[src/rtl/axil_master_cmd.sv]
// AXI4-Lite master: turns single-beat read/write commands into AXI4-Lite transactions, one in flight.
// Define AXIL_MASTER_ERRCNT_EN to build the saturating SLVERR/DECERR counter on err_count.
module axil_master_cmd #(
    parameter int unsigned ADDR_W = 32,
    parameter int unsigned DATA_W = 32,
    localparam int unsigned STRB_W = DATA_W / 8
) (
    input  logic              ACLK,
    input  logic              ARESETn,
    input  logic              cmd_valid,
    output logic              cmd_ready,
    input  logic              cmd_write,
    input  logic [ADDR_W-1:0] cmd_addr,
    input  logic [DATA_W-1:0] cmd_wdata,
    input  logic [STRB_W-1:0] cmd_wstrb,
    output logic              rsp_valid,
    input  logic              rsp_ready,
    output logic              rsp_write,
    output logic [DATA_W-1:0] rsp_rdata,
    output logic [1:0]        rsp_resp,
    output logic [15:0]       err_count,
    output logic [ADDR_W-1:0] M_AXI_AWADDR,
    output logic              M_AXI_AWVALID,
    input  logic              M_AXI_AWREADY,
    output logic [DATA_W-1:0] M_AXI_WDATA,
    output logic [STRB_W-1:0] M_AXI_WSTRB,
    output logic              M_AXI_WVALID,
    input  logic              M_AXI_WREADY,
    input  logic [1:0]        M_AXI_BRESP,
    input  logic              M_AXI_BVALID,
    output logic              M_AXI_BREADY,
    output logic [ADDR_W-1:0] M_AXI_ARADDR,
    output logic              M_AXI_ARVALID,
    input  logic              M_AXI_ARREADY,
    input  logic [DATA_W-1:0] M_AXI_RDATA,
    input  logic [1:0]        M_AXI_RRESP,
    input  logic              M_AXI_RVALID,
    output logic              M_AXI_RREADY
);

    localparam int unsigned AlignW = $clog2(STRB_W);

    typedef enum logic [2:0] {
        StIdle,
        StWrAddrData,
        StWrResp,
        StRdAddr,
        StRdData,
        StRsp
    } state_e;

    state_e            state_q;
    logic              cmd_ready_q;
    logic [ADDR_W-1:0] addr_q;
    logic [DATA_W-1:0] wdata_q;
    logic [STRB_W-1:0] wstrb_q;
    logic              awvalid_q;
    logic              wvalid_q;
    logic              arvalid_q;
    logic              bready_q;
    logic              rready_q;
    logic              rsp_valid_q;
    logic              rsp_write_q;
    logic [DATA_W-1:0] rsp_rdata_q;
    logic [1:0]        rsp_resp_q;

    logic [ADDR_W-1:0] cmd_addr_aligned;
    logic              aw_pend_d;
    logic              w_pend_d;

    always_comb begin
        cmd_addr_aligned = cmd_addr;
        cmd_addr_aligned[AlignW-1:0] = '0;
    end

    // AW and W retire independently; each stays pending until its own handshake.
    always_comb begin
        aw_pend_d = awvalid_q & ~M_AXI_AWREADY;
        w_pend_d  = wvalid_q & ~M_AXI_WREADY;
    end

    always_ff @(posedge ACLK) begin
        if (!ARESETn) begin
            state_q     <= StIdle;
            cmd_ready_q <= 1'b0;
            addr_q      <= '0;
            wdata_q     <= '0;
            wstrb_q     <= '0;
            awvalid_q   <= 1'b0;
            wvalid_q    <= 1'b0;
            arvalid_q   <= 1'b0;
            bready_q    <= 1'b0;
            rready_q    <= 1'b0;
            rsp_valid_q <= 1'b0;
            rsp_write_q <= 1'b0;
            rsp_rdata_q <= '0;
            rsp_resp_q  <= '0;
        end else begin
            unique case (state_q)
                StIdle: begin
                    cmd_ready_q <= 1'b1;
                    if (cmd_valid && cmd_ready_q) begin
                        cmd_ready_q <= 1'b0;
                        addr_q      <= cmd_addr_aligned;
                        wdata_q     <= cmd_wdata;
                        wstrb_q     <= cmd_wstrb;
                        if (cmd_write) begin
                            awvalid_q <= 1'b1;
                            wvalid_q  <= 1'b1;
                            state_q   <= StWrAddrData;
                        end else begin
                            arvalid_q <= 1'b1;
                            state_q   <= StRdAddr;
                        end
                    end
                end
                StWrAddrData: begin
                    awvalid_q <= aw_pend_d;
                    wvalid_q  <= w_pend_d;
                    if (!aw_pend_d && !w_pend_d) begin
                        bready_q <= 1'b1;
                        state_q  <= StWrResp;
                    end
                end
                StWrResp: begin
                    if (M_AXI_BVALID) begin
                        bready_q    <= 1'b0;
                        rsp_valid_q <= 1'b1;
                        rsp_write_q <= 1'b1;
                        rsp_rdata_q <= '0;
                        rsp_resp_q  <= M_AXI_BRESP;
                        state_q     <= StRsp;
                    end
                end
                StRdAddr: begin
                    if (M_AXI_ARREADY) begin
                        arvalid_q <= 1'b0;
                        rready_q  <= 1'b1;
                        state_q   <= StRdData;
                    end
                end
                StRdData: begin
                    if (M_AXI_RVALID) begin
                        rready_q    <= 1'b0;
                        rsp_valid_q <= 1'b1;
                        rsp_write_q <= 1'b0;
                        rsp_rdata_q <= M_AXI_RDATA;
                        rsp_resp_q  <= M_AXI_RRESP;
                        state_q     <= StRsp;
                    end
                end
                StRsp: begin
                    if (rsp_ready) begin
                        rsp_valid_q <= 1'b0;
                        cmd_ready_q <= 1'b1;
                        state_q     <= StIdle;
                    end
                end
                default: state_q <= StIdle;
            endcase
        end
    end

`ifdef AXIL_MASTER_ERRCNT_EN
    logic [15:0] err_count_q;
    logic        err_hit;

    // resp[1] set means SLVERR or DECERR.
    always_comb begin
        err_hit = ((state_q == StWrResp) && M_AXI_BVALID && M_AXI_BRESP[1]) ||
                  ((state_q == StRdData) && M_AXI_RVALID && M_AXI_RRESP[1]);
    end

    always_ff @(posedge ACLK) begin
        if (!ARESETn) begin
            err_count_q <= '0;
        end else if (err_hit && (err_count_q != 16'hFFFF)) begin
            err_count_q <= err_count_q + 16'd1;
        end
    end

    assign err_count = err_count_q;
`else
    assign err_count = 16'h0000;
`endif

    assign cmd_ready     = cmd_ready_q;
    assign rsp_valid     = rsp_valid_q;
    assign rsp_write     = rsp_write_q;
    assign rsp_rdata     = rsp_rdata_q;
    assign rsp_resp      = rsp_resp_q;
    assign M_AXI_AWADDR  = addr_q;
    assign M_AXI_AWVALID = awvalid_q;
    assign M_AXI_WDATA   = wdata_q;
    assign M_AXI_WSTRB   = wstrb_q;
    assign M_AXI_WVALID  = wvalid_q;
    assign M_AXI_BREADY  = bready_q;
    assign M_AXI_ARADDR  = addr_q;
    assign M_AXI_ARVALID = arvalid_q;
    assign M_AXI_RREADY  = rready_q;

endmodule

[config.mk]
export PLATFORM = sky130hd
export DESIGN_NAME = axil_master_cmd
export DESIGN_NICKNAME = d
export VERILOG_FILES = /design/src/rtl/axil_master_cmd.sv
export SDC_FILE = /design/constraint.sdc
export NUM_CORES = 1
export LEC_CHECK = 0
export ABC_AREA = 0
export BUFFER_PORTS_ARGS = -buffer_cell sky130_fd_sc_hd__buf_4
export CAP_MARGIN = 20
export CELL_PAD_IN_SITES_DETAIL_PLACEMENT = 1
export CELL_PAD_IN_SITES_GLOBAL_PLACEMENT = 2
export CORE_MARGIN = 2
export CORE_UTILIZATION = 22
export CTS_CLUSTER_SIZE = 16
export DETAILED_ROUTE_END_ITERATION = 7
export PLACE_DENSITY = 0.78
export SLEW_MARGIN = 20
export SYNTH_ARGS = -nofsm -noshare
export SYNTH_HDL_FRONTEND = slang
export SYNTH_SLANG_ARGS = --single-unit
[constraint.sdc]
create_clock -name ACLK -period 1.8 [get_ports ACLK]
set_input_delay 0 -clock ACLK [delete_from_list [all_inputs] [get_ports ACLK]]
set_output_delay 0 -clock ACLK [all_outputs]
set_load 0.005 [all_outputs]
==> impl_metrics.env, run 1 <==
export IMPL_clk_pin_slew_ns=0.07
export IMPL_crit_slowest_cell="dfxtp_1"
export IMPL_cts_root_buf="clkbuf_16"
export IMPL_grt_usage=0.149
export IMPL_cp_cell_sequence="buf_4 -> nor4_2 -> buf_12 -> nand2_1 -> a21oi_1"
export IMPL_fin_nets=989
export IMPL_period_share=0.909
export IMPL_die_y_um=147
export IMPL_htreeDepth=3
export IMPL_fin_skew_ns=0.00921
export IMPL_wl_mm=16.6
export IMPL_setup_tns_ns=0
export IMPL_grt_pass1_vias=5101
export IMPL_synth_edf_count=0
export IMPL_synth_most_common_cell="nand2_1"
export IMPL_cp_arrival_ns=1.91
export IMPL_drv_cap=0
export IMPL_ant_nets=0
export IMPL_cp_depth=5
export IMPL_critPathCaptureType="register"
export IMPL_final_area_um2=7830
export IMPL_status="finished, final reports clean"
export IMPL_firstDrtPassIters=4
export IMPL_vias=4880
export IMPL_p_per_area_nw_per_um2=991
export IMPL_max_freq_mhz=611
export IMPL_drv_slew=0
export IMPL_synthFlopType="dfxtp_1"
export IMPL_core_area_um2=20200
export IMPL_cp_buffers_inverters=2
export IMPL_synth_largest_area_cell="dfxtp_1"
export IMPL_met2_usage=0.259
export IMPL_gr_total_overflow=0
export IMPL_die_width_um=147
export IMPL_yosysSeqAreaShare=0.491
export IMPL_totalPowerFinal_mw=7.76
export IMPL_setup_viol=0
export IMPL_io_buffers=249
export IMPL_io_pins=272
export IMPL_critPathMaxStageDelay_ns=0.38
export IMPL_drtIter0Drc=166
export IMPL_min_path_type="in -> reg"
export IMPL_leakagePower_nw=3.33
export IMPL_synth_common_cells="nand2_1 (136), dfxtp_1 (111), a21oi_1 (103)"
export IMPL_placed_area_um2=6470
export IMPL_rr_worst_depth=5
export IMPL_initial_utilization=0.224
export IMPL_peakVddDrop_uv=391
export IMPL_hold_violations=0
export IMPL_ctsResizeCount=0
export IMPL_worst_hold_slack_ns=0.0298
export IMPL_cts_tree="built"
export IMPL_avgSynthCellArea_um2=8.03
export IMPL_synthDistinctLibCells=33
export IMPL_die_area_um2=21800
export IMPL_use_met1=0.176
export IMPL_cts_made_buffers=9
export IMPL_syn_inst=564
export IMPL_dpl_hpwl_mm=10.6
export IMPL_wire_per_inst_um=14.5
export IMPL_antennaDiodeCount=0
export IMPL_critical_path_startpoint_type="register"
export IMPL_rsz0062_at_grt="false"
export IMPL_syn2layout_area_growth_pct=72.8
export IMPL_hold_buffers=107
export IMPL_route_detailed_drc=0
export IMPL_rows=52
export IMPL_cp_required_ns=2.08
export IMPL_synth_async_sr_flop_share=0
export IMPL_crit_type="reg -> reg"
export IMPL_grt_max_degree=70
export IMPL_grt_busiest_layer="met2"
export IMPL_synth_top_cells_by_area="dfxtp_1 (49%), a21oi_1 (11%), nand2_1 (11%)"
export IMPL_synth_seq_cells=111
export IMPL_synthesis_area_um2=4530
export IMPL_clock_latency_ns=0.35
export IMPL_post_cts_buffers=0
export IMPL_netlist_area_leader_share=0.491
export IMPL_antenna_found_initial=0
export IMPL_grt_pass1_wl_mm=26.0
export IMPL_holdPathStages=4
export IMPL_cp_max_fo=66
export IMPL_grt_util_met3=0.0284
export IMPL_drive_above_1_share=0.321
export IMPL_r2r_setup_slack_ns=0.16
export IMPL_numClockSinks=111
export IMPL_layout_min_cycle_time_ns=1.64
export IMPL_place_congestion=0.737
export IMPL_crit_family="buffers and inverters"
export IMPL_vias_per_cell=4.25
export IMPL_ys_warn_count=0
export IMPL_cts_buffer_depth=2
[where the power goes]
part	total, mW	leakage [nW]	internal, mW	switching (mW)
combinational	2.68	2.29	1.40	1.28
sequential	3.07	0.900	2.80	0.270
clock	2.01	0.134	1.07	0.943
total	7.76	3.33	5.26	2.50
[worst reg2reg max path, delay by kind of cell, from the launching register on]
family / cells / cell delay [ns]
DFF: 1 / 0.38
and+or+nand+nor: 2 / 0.52
AOI/OAI and AO/OA: 1 / 0.15
buffers and inverters: 2 / 0.52
[area by class of cell]
class	instances	area (µm²)
timing repair buffer	371	3140
tap	270	338
sequential	111	2220
fill	2417	12400
multi-input combinational	376	1820
inverter	6	23.8
clock buffer	9	225
clock inverter	5	58.8
[kinds of logic after synthesis]
family	after synthesis	share of synthesized area
buffers and inverters	96	0.127
AND/OR/NAND/NOR	230	0.229
flip-flops	111	0.491
AO/OA/AOI/OAI	124	0.148
multiplexers	2	0.00442
other	1	0.000828
[registers in the layout, indices dropped and copies added (netlist names), 2 cells and up]
register,count
M_AXI_ARADDR,30
M_AXI_WDATA,32
M_AXI_WSTRB,4
rsp_rdata,32
rsp_resp,2
state_q,3
[routing by layer]
layer | share of wire | up-vias
met1 | 0.42 | 2280
met3 | 0.051 | 31
met4 | 0.034 | 0
li1 | - | 2410
met2 | 0.50 | 159
met5 | 0 | -
[per-stage QoR]
step / std cells / setup WS [ns] / utilization
after CTS: 1148 / 0.148 / 0.387
after global routing: 1148 / 0.0222 / 0.387
after floorplan: 583 / 0.393 / -
final: 1148 / 0.164 / 0.387
after detailed placement: 1027 / 0.167 / 0.320
after global placement: 1027 / 0.181 / 0.320
[cells in the final DEF, fill, tap and decap left out, drive strengths merged, types with 4 or more instances in the layout]
cell         Yosys  final
a21oi          104    104
conb             1     20
nand2b          33     33
o21ai            7      7
clkbuf          21      9
nand2          136    136
nor2b            4      4
buf             69    264
inv              6      6
dfxtp          111    111
dlygate4sd3      0    107
nor2             8      8
nand3           38     38
[worst paths after layout]
kind | startpoint | endpoint
worst max register to register | state_q[2] | M_AXI_ARADDR[3]
worst min register to register | M_AXI_WDATA[13] | M_AXI_WDATA[13]
worst min-delay path | M_AXI_AWREADY | M_AXI_AWVALID
worst max-delay path | state_q[2] | M_AXI_ARADDR[3]
Note: power is estimated with default switching activity, not from simulation.
==> run 2: changes to the inputs <==
--- a/config.mk
+++ b/config.mk
@@ -6,14 +6,14 @@
 export NUM_CORES = 1
 export LEC_CHECK = 0
 export ABC_AREA = 0
-export BUFFER_PORTS_ARGS = -buffer_cell sky130_fd_sc_hd__buf_4
 export CAP_MARGIN = 20
 export CELL_PAD_IN_SITES_DETAIL_PLACEMENT = 1
-export CELL_PAD_IN_SITES_GLOBAL_PLACEMENT = 2
+export CELL_PAD_IN_SITES_GLOBAL_PLACEMENT = 1
 export CORE_MARGIN = 2
-export CORE_UTILIZATION = 22
+export CORE_UTILIZATION = 43
 export CTS_CLUSTER_SIZE = 16
 export DETAILED_ROUTE_END_ITERATION = 7
+export DONT_BUFFER_PORTS = 1
 export PLACE_DENSITY = 0.78
 export SLEW_MARGIN = 20
 export SYNTH_ARGS = -nofsm -noshare
==> run 2 against run 1 <==
Against the previous run: core utilization increased by 17 points; sequential share of layout area up 11 points; non-clock buffer count decreased by 249; clock skew up 0.0031 ns; final cell count is 33% lower; power is 16% lower; via count shrank 16%; register-to-register slack lost 0.03 ns; global-route usage up 11 points.
==> impl_metrics.env, run 2 (synthesized netlist as in run 1, its figures left out) <==
export IMPL_antennaDiodeCount=0
export IMPL_clock_latency_ns=0.37
export IMPL_vias=4122
export IMPL_firstDrtPassIters=4
export IMPL_drtIter0Drc=207
export IMPL_max_slew_margin=0.671
export IMPL_die_area_um2=11400
export IMPL_vias_per_cell=5.37
export IMPL_leakagePower_nw=2.00
export IMPL_wl_mm=15.2
export IMPL_setup_tns_ns=0
export IMPL_dpl_hpwl_mm=8.63
export IMPL_place_congestion=0.746
export IMPL_multi_input_area_um2=1830
export IMPL_fin_nets=740
export IMPL_crit_slowest_cell="dfxtp_2"
export IMPL_core_area_um2=10300
export IMPL_critPathCaptureType="register"
export IMPL_die_y_um=107
export IMPL_cp_required_ns=2.04
export IMPL_antenna_found_initial=0
export IMPL_rows=37
export IMPL_die_width_um=107
export IMPL_cts_tree="built"
export IMPL_drv_cap=0
export IMPL_cp_max_fo=53
export IMPL_period_share=0.926
export IMPL_route_detailed_drc=0
export IMPL_cts_root_buf="clkbuf_8"
export IMPL_min_path_type="in -> reg"
export IMPL_wire_per_inst_um=19.8
export IMPL_post_cts_buffers=0
export IMPL_grt_pass1_vias=4531
export IMPL_fillerInstances=1224
export IMPL_drv_slew=0
export IMPL_io_buffers=0
export IMPL_cp_arrival_ns=1.91
export IMPL_grt_pass1_wl_mm=23.1
export IMPL_grt_max_degree=54
export IMPL_layout_min_cycle_time_ns=1.67
export IMPL_setup_viol=0
export IMPL_rsz0062_at_grt="false"
export IMPL_layout_common_cells="nand2_1 (136), dlygate4sd3_1 (110), dfxtp_1 (108)"
export IMPL_syn2layout_area_growth_pct=25.8
export IMPL_max_freq_mhz=600
export IMPL_ant_nets=0
export IMPL_fin_skew_ns=0.0123
export IMPL_critical_path_startpoint_type="register"
export IMPL_status="finished, final reports clean"
export IMPL_grt_usage=0.259
export IMPL_clk_pin_slew_ns=0.10
export IMPL_final_common_cell="nand2_1"
export IMPL_final_cells=767
export IMPL_htreeDepth=3
export IMPL_peakVddDrop_uv=520
export IMPL_io_pins=272
export IMPL_dp_cells=641
export IMPL_gr_total_overflow=0
export IMPL_worstMarginPinSlew_ns=0.488
export IMPL_cts_buffer_depth=2
export IMPL_cp_cell_sequence="buf_4 -> nor2_1 -> nand4_1 -> buf_12 -> nand2_1 -> a21oi_1"
export IMPL_critPathMaxStageDelay_ns=0.38
export IMPL_r2r_setup_slack_ns=0.13
export IMPL_p_per_area_nw_per_um2=1140
export IMPL_crit_type="reg -> reg"
export IMPL_cts_made_buffers=9
export IMPL_seq_area_um2=2230
export IMPL_hold_violations=0
export IMPL_initial_utilization=0.441
export IMPL_drive_above_1_share=0.0555
export IMPL_numClockSinks=111
==> run 2: changes by cell type in the layout (fill, tap and decap cells not counted) <==
cell,change
nor4_4,+1
buf_12,-2
dlygate4sd3_1,+3
inv_6,-1
clkbuf_16,-9
dfxtp_2,+3
nor4_2,-1
inv_2,+1
buf_4,-250
clkinv_2,+1
dfxtp_1,-3
clkbuf_8,+10
==> run 2: final timing paths <==
| kind | start | endpoint | depth (start not counted) |
|---|---|---|---|
| setup / recovery | state_q[2] | M_AXI_ARADDR[7] | 6 |
| hold / removal | cmd_valid | M_AXI_WVALID | 3 |
| setup reg to reg | state_q[2] | M_AXI_ARADDR[7] | 6 |
| hold reg to reg | M_AXI_WDATA[2] | M_AXI_WDATA[2] | 2 |
==> run 2: per-stage QoR <==
stage	power (mW)	setup WS (ns)	cell area (µm²)	utilization	hold WS [ns]
after floorplan	4.42	0.393	4600	-	0.111
after global placement	4.63	0.184	4390	0.427	0.113
after detailed placement	4.75	0.0756	4390	0.427	0.135
after CTS	6.45	0.0552	5690	0.553	0.00338
after global routing	6.86	0.0279	5700	0.554	0.0106
final	6.49	0.134	5700	0.554	0.0250
==> run 2: per-layer routing <==
layer / global-route usage / vias up / wire length, µm
met4: 0.123 / 0 / 505
met1: 0.263 / 1968 / 5690
met2: 0.482 / 196 / 7900
met3: 0.0760 / 41 / 1080
li1: - / 1917 / -
met5: 0 / - / 0
==> run 2: report_power, final <==
part	total, mW	internal (mW)	switching (mW)	leakage, nW
registers	3.22	2.80	0.416	0.901
clock network	1.51	0.675	0.837	0.0981
logic	1.76	0.737	1.03	1.00
total	6.49	4.21	2.28	2.00
==> run 2: area by class of cell <==
| cell class | instances | share of cell area |
|---|---|---|
| clock inverters | 6 | 0.0105 |
| well taps | 136 | 0.0299 |
| multi-input cells | 376 | 0.321 |
| inverters | 6 | 0.00395 |
| flip-flops and latches | 111 | 0.391 |
| repair buffers | 122 | 0.220 |
| clock buffers | 10 | 0.0242 |
==> run 2: timing repair <==
action / 4_1_cts / 5_1_grt
hold buffers: 110 / 0
setup endpoints to repair: 0 / 59
resized for setup: 0 / 4
endpoints found under the hold margin: 111 / 0
==> run 2: critical path, delay by kind of cell, from the launching register on <==
| kind | cells | cell delay, ns |
|---|---|---|
| compound gates | 1 | 0.09 |
| flops | 1 | 0.38 |
| simple gates | 3 | 0.62 |
| buf+inv | 2 | 0.44 |
